### src/rtl/hall_input_conditioner.sv
// Hall-sensor front end: synchronises and glitch-filters two raw hall channels,
// then decodes the quadrature sequence into levels, direction, step and status flags.
module hall_input_conditioner #(
  parameter int FILTER_CYCLES = 16,
  parameter int STALL_CYCLES  = 50000
) (
  input  logic clk,
  input  logic n_reset,
  input  logic hall_1_raw,
  input  logic hall_2_raw,
  input  logic err_clr,
  output logic hall_1,
  output logic hall_2,
  output logic clockwise,
  output logic monitor,
  output logic step,
  output logic dir_err
);
  localparam int FW = $clog2(FILTER_CYCLES) + 1;
  localparam int IW = $clog2(FILTER_CYCLES + 2) + 1;
  localparam int SW = $clog2(STALL_CYCLES) + 1;
  localparam logic [FW-1:0] F_LAST = FW'(FILTER_CYCLES - 1);
  localparam logic [IW-1:0] I_LAST = IW'(FILTER_CYCLES + 1);
  localparam logic [SW-1:0] S_MAX  = SW'(STALL_CYCLES);
  localparam logic [SW-1:0] S_LAST = SW'(STALL_CYCLES - 1);

  typedef enum logic {INIT, TRACK} state_t;

  // All channel pairs are packed as {channel 1, channel 2}.
  state_t          state, state_next;
  logic [1:0]      sync_p0, sync_p1;
  logic [1:0]      filt, filt_next;
  logic [FW-1:0]   fcnt [1:0];
  logic [FW-1:0]   fcnt_next [1:0];
  logic [IW-1:0]   icnt, icnt_next;
  logic [SW-1:0]   scnt, scnt_next;
  logic [1:0]      hall_r, hall_next, delta;
  logic            cw_r, cw_next;
  logic            mon_r, mon_next;
  logic            step_r, step_next;
  logic            err_r, err_next;
  logic            load;

  // Position along the clockwise cycle 00 -> 10 -> 11 -> 01.
  function automatic logic [1:0] phase(input logic [1:0] h);
    return {h[0], h[1] ^ h[0]};
  endfunction

  assign load = (state == INIT) && (icnt == I_LAST);

  // Filter stage; on leaving INIT the filters snap to the synchronised levels
  // so the tracked outputs and the filtered levels start out equal.
  always_comb begin
    filt_next = filt;
    for (int i = 0; i < 2; i++) begin
      fcnt_next[i] = '0;
      if (load) begin
        filt_next[i] = sync_p1[i];
      end else if (sync_p1[i] != filt[i]) begin
        if (fcnt[i] == F_LAST) filt_next[i] = sync_p1[i];
        else                   fcnt_next[i] = fcnt[i] + 1'b1;
      end
    end
  end

  // Decode stage
  always_comb begin
    state_next = state;
    icnt_next  = icnt;
    scnt_next  = scnt;
    hall_next  = hall_r;
    cw_next    = cw_r;
    mon_next   = mon_r;
    step_next  = 1'b0;
    err_next   = err_clr ? 1'b0 : err_r;
    delta      = filt_next ^ hall_r;
    case (state)
      INIT: begin
        if (load) begin
          hall_next  = sync_p1;
          state_next = TRACK;
        end else begin
          icnt_next = icnt + 1'b1;
        end
      end
      TRACK: begin
        if (delta == 2'b11) begin
          hall_next = filt_next;
          err_next  = 1'b1;
          mon_next  = 1'b0;
          scnt_next = '0;
        end else if (delta != 2'b00) begin
          hall_next = filt_next;
          step_next = 1'b1;
          cw_next   = (phase(filt_next) == phase(hall_r) + 2'd1);
          mon_next  = 1'b1;
          scnt_next = '0;
        end else if (scnt != S_MAX) begin
          scnt_next = scnt + 1'b1;
          if (scnt == S_LAST) mon_next = 1'b0;
        end
      end
      default: state_next = INIT;
    endcase
  end

  always_ff @(posedge clk or negedge n_reset) begin
    if (!n_reset) begin
      state   <= INIT;
      sync_p0 <= '0;
      sync_p1 <= '0;
      filt    <= '0;
      fcnt    <= '{default: '0};
      icnt    <= '0;
      scnt    <= '0;
      hall_r  <= '0;
      cw_r    <= 1'b1;
      mon_r   <= 1'b0;
      step_r  <= 1'b0;
      err_r   <= 1'b0;
    end else begin
      state   <= state_next;
      sync_p0 <= {hall_1_raw, hall_2_raw};
      sync_p1 <= sync_p0;
      filt    <= filt_next;
      fcnt    <= fcnt_next;
      icnt    <= icnt_next;
      scnt    <= scnt_next;
      hall_r  <= hall_next;
      cw_r    <= cw_next;
      mon_r   <= mon_next;
      step_r  <= step_next;
      err_r   <= err_next;
    end
  end

  assign hall_1    = hall_r[1];
  assign hall_2    = hall_r[0];
  assign clockwise = cw_r;
  assign monitor   = mon_r;
  assign step      = step_r;
  assign dir_err   = err_r;

endmodule

### config.mk
export PLATFORM = sky130hd
export DESIGN_NAME = hall_input_conditioner
export DESIGN_NICKNAME = d
export VERILOG_FILES = /design/src/rtl/hall_input_conditioner.sv
export SDC_FILE = /design/constraint.sdc
export NUM_CORES = 1
export LEC_CHECK = 0
export CAP_MARGIN = 10
export CORE_UTILIZATION = 60
export CTS_CLUSTER_SIZE = 20
export DETAILED_ROUTE_END_ITERATION = 12
export DONT_BUFFER_PORTS = 1
export GPL_ROUTABILITY_DRIVEN = 1
export PLACE_DENSITY = 0.87
export SLEW_MARGIN = 40
export SYNTH_ARGS = -nofsm -noshare
export SYNTH_HDL_FRONTEND = slang
export SYNTH_SLANG_ARGS = --single-unit
### constraint.sdc
create_clock -name clk -period 4.5 [get_ports clk]
set_clock_uncertainty 0.2 [all_clocks]
set_input_delay 0.675 -clock clk [delete_from_list [all_inputs] [get_ports clk]]
set_output_delay 0.675 -clock clk [all_outputs]
set_load 0.005 [all_outputs]
Word-level counts from Yosys, hierarchy flattened
Index checks and enable logic that the tools add are counted.

Bitwise gates (word level): 6. Equality and inequality tests: 11. $add $sub $neg: 5. Muxes and demuxes: 31. Reduce and logical (&&, ||, !) cells: 9.

Operator list (number): $mux 17 (3); $mux 5 (6); $mux 1 (18); $add 17x1->17 const B (1); $eq 17x16->1 const B (1); $ne 17x16->1 const B (1); $add 5x1->5 const B (2); $eq 5x4->1 const B (2); $add 6x1->6 const B (1); $eq 6x5->1 const B (1); $mux 2 (3); $reduce_and 2->1 (3); $reduce_and 3->1 (2); $reduce_bool 3->1 (2); $pmux 2 s2 (1); $ne 3x1->1 const B (1); $not 1->1 (3); $add 2x1->2 const B (1); $eq 2x2->1 (1); $eq 2x2->1 const B (1); $ne 1x1->1 (2); $ne 2x2->1 const B (1); $reduce_bool 2->1 (1); $xor 1x1->1 (2); 2 further kinds (2).

Bits of input ports: 5. Flip-flop bits (word level): 46.

Longest topological paths before layout
Depth after elaboration: 9. Mapped depth: 14. Gate-level depth less buffers: 13.

Worst setup path before layout
No wires, ideal clock.

Kind: reg2reg. Start: reg fcnt[0] (netlist name). End: reg scnt[7]. Period minus slack after synthesis: 2.962 ns. Path buffers: 2. Arrival time: 2.670 ns. Data required time: 4.208 ns. Cell stages (with the launch flop): 14. Path slack: 1.538 ns. Cells stage by stage: dfrtp_1 -> ha_1 -> and4b_1 -> a21oi_1 -> mux2i_4 -> xnor2_1 -> inv_1 -> ha_1 -> nand3_1 -> o21ai_4 -> or2_1 -> buf_6 -> buf_12 -> o31ai_2.

Cells in the longest elaborated chain, start to end: 8. Elaborated cells on any way between the ends: 11. Classes of those cells: eq/ne (2); mux (5); bitwise (1); reduce/logical (3).

Ends and longest elaborated chain: from (decl) (line 33) `logic [FW-1:0] fcnt [1:0];`; from (signal assigned) (line 126) `fcnt <= fcnt_next;`; $eq 5x4->1 (*) (line 60) `if (fcnt[i] == F_LAST) filt_next[i] = sync_p1[i];`; $mux 1 (*) (line 60); $mux 1 (*) (line 59) `end else if (sync_p1[i] != filt[i]) begin`; $mux 1 (*) (line 57) `if (load) begin`; $xor 2x2->2 (*) (line 76) `delta = filt_next ^ hall_r;`; $eq 2x2->1 / $reduce_bool 2->1 (equally long branches) (line 87, 92); $reduce_bool 3->1 (no line) / $mux 17 (equally long branches); $reduce_and 2->1 (no line) / $mux 17 (equally long branches); to (signal assigned) (line 128) `scnt <= scnt_next;`; to (decl) (line 36) `logic [SW-1:0] scnt, scnt_next;`.

Every way passes the cells marked *; elsewhere a longest branch is shown, timed or not. A chain may end at the register's enable or synchronous reset.

Final worst setup path
Start: reg fcnt[5] (netlist name). End: reg scnt[13].

Same word-level chain as after synthesis.

==> flow_summary.ini <==
[pwr]
irDropWorstVdd_mv = 0.317
power_density_nw_per_um2 = 405
p_leak_nw = 1.10
total_power_mw = 1.03

[finish]
nFillCells = 273
multi_input_area_um2 = 1150
ff_latch_area_um2 = 1150
diodes = 0
fin_nets = 245
area_delta_synth_final_pct = 5.49
final_layout_size_suffix_gt1_share_pct = 14.2

[drt]
post_drt_via_cell_ratio = 5.71
post_drt_wl_per_cell_um = 14.8
postRouteAntennaNets = 0
drt_first_pass_iters = 4
drt_iter0_markers = 63
num_vias = 1598
post-route-drc-count = 0
drt-total-wl_um = 4160

[critical_path]
reg2reg_depth = 11
crit_path_frequent_cell = ha_1
r2r_end = scnt[13]$_DFFE_PN0P_
reg2reg_from = fcnt[5]$_DFF_PN0_
crit_start = fcnt[5]$_DFF_PN0_
slowest_delay_ns = 0.71
rrSetupSlack_ns = 0.92
crit_slowest_cell = or2_1
critPathKind = reg -> reg
start_kind = flop
worstPathCellList = ha_1, and4b_1, a21oi_1, mux2i_1, xnor2_1, inv_1, ha_1, nand3_1, o21ai_4, or2_1, o31ai_1
arrival_ns = 3.54
worstPathRequired_ns = 4.46
critical_path_buf_inv_count = 1
cp_top_family = simple AND/OR/NAND/NOR gates
cp-end-kind = flop
crit_path_max_fanout = 19

[timing]
fmax_mhz = 280
slew_viol_final = 0
setup_viol_count_final = 0
slew_headroom_pct = 45.1
fin_crit_ns = 3.58
max_slew.worst_pin.slew_ns = 0.824
hold_violations = 0
fin_ws_ns = 0.924
setup_tns_ns = 0
rsz0062_at_grt = false
fin_crit_sh_pct = 79.5

[run_status]
outcome = complete, no violations

[global_route]
first_global_vias = 1664
antenna_found_initial = 0
grt_pass1_wl_um = 7390
gr-usage-all-layers_pct = 22.8
grt_max_degree = 46
grt-ovfl-total = 0

[yosys]
ys_types = 50
synth-edff-count = 0
async_flop_share_pct = 100
avgSynthCellArea_um2 = 10.5
syn-cell-area_um2 = 2410
syn_inst = 229
ys_seq_elements = 46
synth-seq-area-share_pct = 47.7
synth_flop_cell = dfrtp_1
ys_warn_count = 0
synth_nets = 243

[clocking]
clk_latency_ns = 0.30
cts_buffers = 5
clk_pin_slew_ns = 0.09
tritoncts = yes
clock_sinks = 46
h-tree-depth = 2
cts-root-buf = clkbuf_8
clock_path_buffers = 2

[die]
dieArea_um2 = 4280
core_area_um2 = 3770
initial_core_util_pct = 64.0
die_width_um = 65.4
rows = 22
ios = 11
die_height_um = 65.4

[placement]
port_buffers = 0
hpwlAfterDp_um = 2840
dp_slack_ns = 0.945
gp_congestion = 0.808

[job]
maxCapViolCount = 0

[hold_path]
hp-class = in -> async
==> stage by stage <==
stage          utilization [%]  hold slack, ns  instances  instance area [um2]
6_report                  67.6         0.00688        280                 2550
3_3_place_gp              64.2           0.132        270                 2420
5_1_grt                   67.6          0.0157        280                 2550
4_1_cts                   67.3        0.000998        279                 2540
2_1_floorplan                -           0.131        229                 2410
3_5_place_dp              64.2           0.136        270                 2420
==> power by group <==
part | switching, mW | total (mW) | internal, mW
registers | 0.0456 | 0.506 | 0.460
clock network | 0.143 | 0.270 | 0.127
logic | 0.152 | 0.256 | 0.104
==> cells in the final DEF, fill, tap and decap left out, types with 3 or more instances in the layout <==
master,count
a21oi_1,6
a31oi_1,4
clkbuf_8,6
dfrtp_1,45
ha_1,9
inv_1,13
mux2_2,4
nand2_1,18
nand2b_1,6
nand3_1,15
nor2_1,20
nor3_1,3
o21ai_0,16
o31ai_1,6
o31ai_2,6
xnor2_1,8
xor2_1,7
==> cells in the mapped netlist (all sizes together) (2+ instances only) <==
cell    instances  area [um2]
nor4            2        27.5
nand3          16        85.1
and4            2        17.5
mux2i           2        32.5
nand2b          6        37.5
inv            13        48.8
ha              9         113
dfrtp          45        1130
nor3b           3        32.5
buf             6        52.6
o41ai           3        33.8
and4b           2        20.0
nor2b           2        12.5
o21ai          20         119
mux2            5        56.3
nand2          18        67.6
a21oi           6        30.0
nor2           20        75.1
xnor2           8        70.1
xor2            7        61.3
nand4           2        12.5
clkbuf          2        7.51
nor3            4        25.0
or2             2        12.5
o31ai          13         141
a31oi           4        25.0
==> registers in the layout (all words and copies together) (netlist names), 2 cells and up <==
register	flops
sync_p1	2
filt	2
icnt	6
sync_p0	2
hall_r	2
fcnt	10
scnt	17
==> worst max path at each step <==
stage	to	slack (ns)	cells after the start
after global placement	scnt[12]$_DFFE_PN0P_	1.07	11
after detailed placement	scnt[13]$_DFFE_PN0P_	0.95	11
after floorplan	scnt[7]$_DFFE_PN0P_	1.54	13
final	scnt[13]$_DFFE_PN0P_	0.92	11
after CTS	scnt[13]$_DFFE_PN0P_	0.93	11
after global routing	scnt[11]$_DFFE_PN0P_	0.64	11
==> cell type report <==
class	count	area share, %
sequential	46	45.2
clock buffer	7	3.39
multi-input combinational	162	45.3
clock inverter	1	0.344
timing repair buffer	3	1.47
tap	48	2.36
inverter	13	1.92
==> layer usage <==
metal  GRT usage (%)  share of wire (%)  wire [um]  vias to the layer above
li1                -                  -          -                      804
met1            28.5                 46       1900                      775
met2            39.8                 51       2120                       14
met3            4.17                2.0         83                        5
met4            7.34                1.3         52                        0
met5               0                  0          0                        -
==> worst register-to-register path: cells and delay by family (launching register included) <==
family                     cells  cell delay, ns
AOI/OAI and AO/OA              3            0.68
buffers and inverters          1            0.10
xor gates and xnor gates       1            0.16
muxes                          1            0.40
DFF                            1            0.40
and+or+nand+nor                3            1.06
adders and majority gates      2            0.42
==> what timing repair did <==
| action | CTS | global route |
|---|---|---|
| resized for setup | 0 | 0 |
| hold endpoints to repair | 45 | 1 |
| buffers inserted | 0 | 0 |
| hold buffers | 1 | 1 |
| setup endpoints to repair | 0 | 0 |
==> cell families after synthesis <==
family | after synthesis | share of synthesized area (%)
buffers and inverters | 21 | 4.51
AND/OR/NAND/NOR | 84 | 19.2
flip-flops | 46 | 47.7
multiplexers | 7 | 3.68
adder cells (fa/ha/maj) | 9 | 4.66
XOR/XNOR | 15 | 5.44
AO/OA/AOI/OAI | 47 | 14.8
No activity file was read; power rests on OpenSTA's default activity.
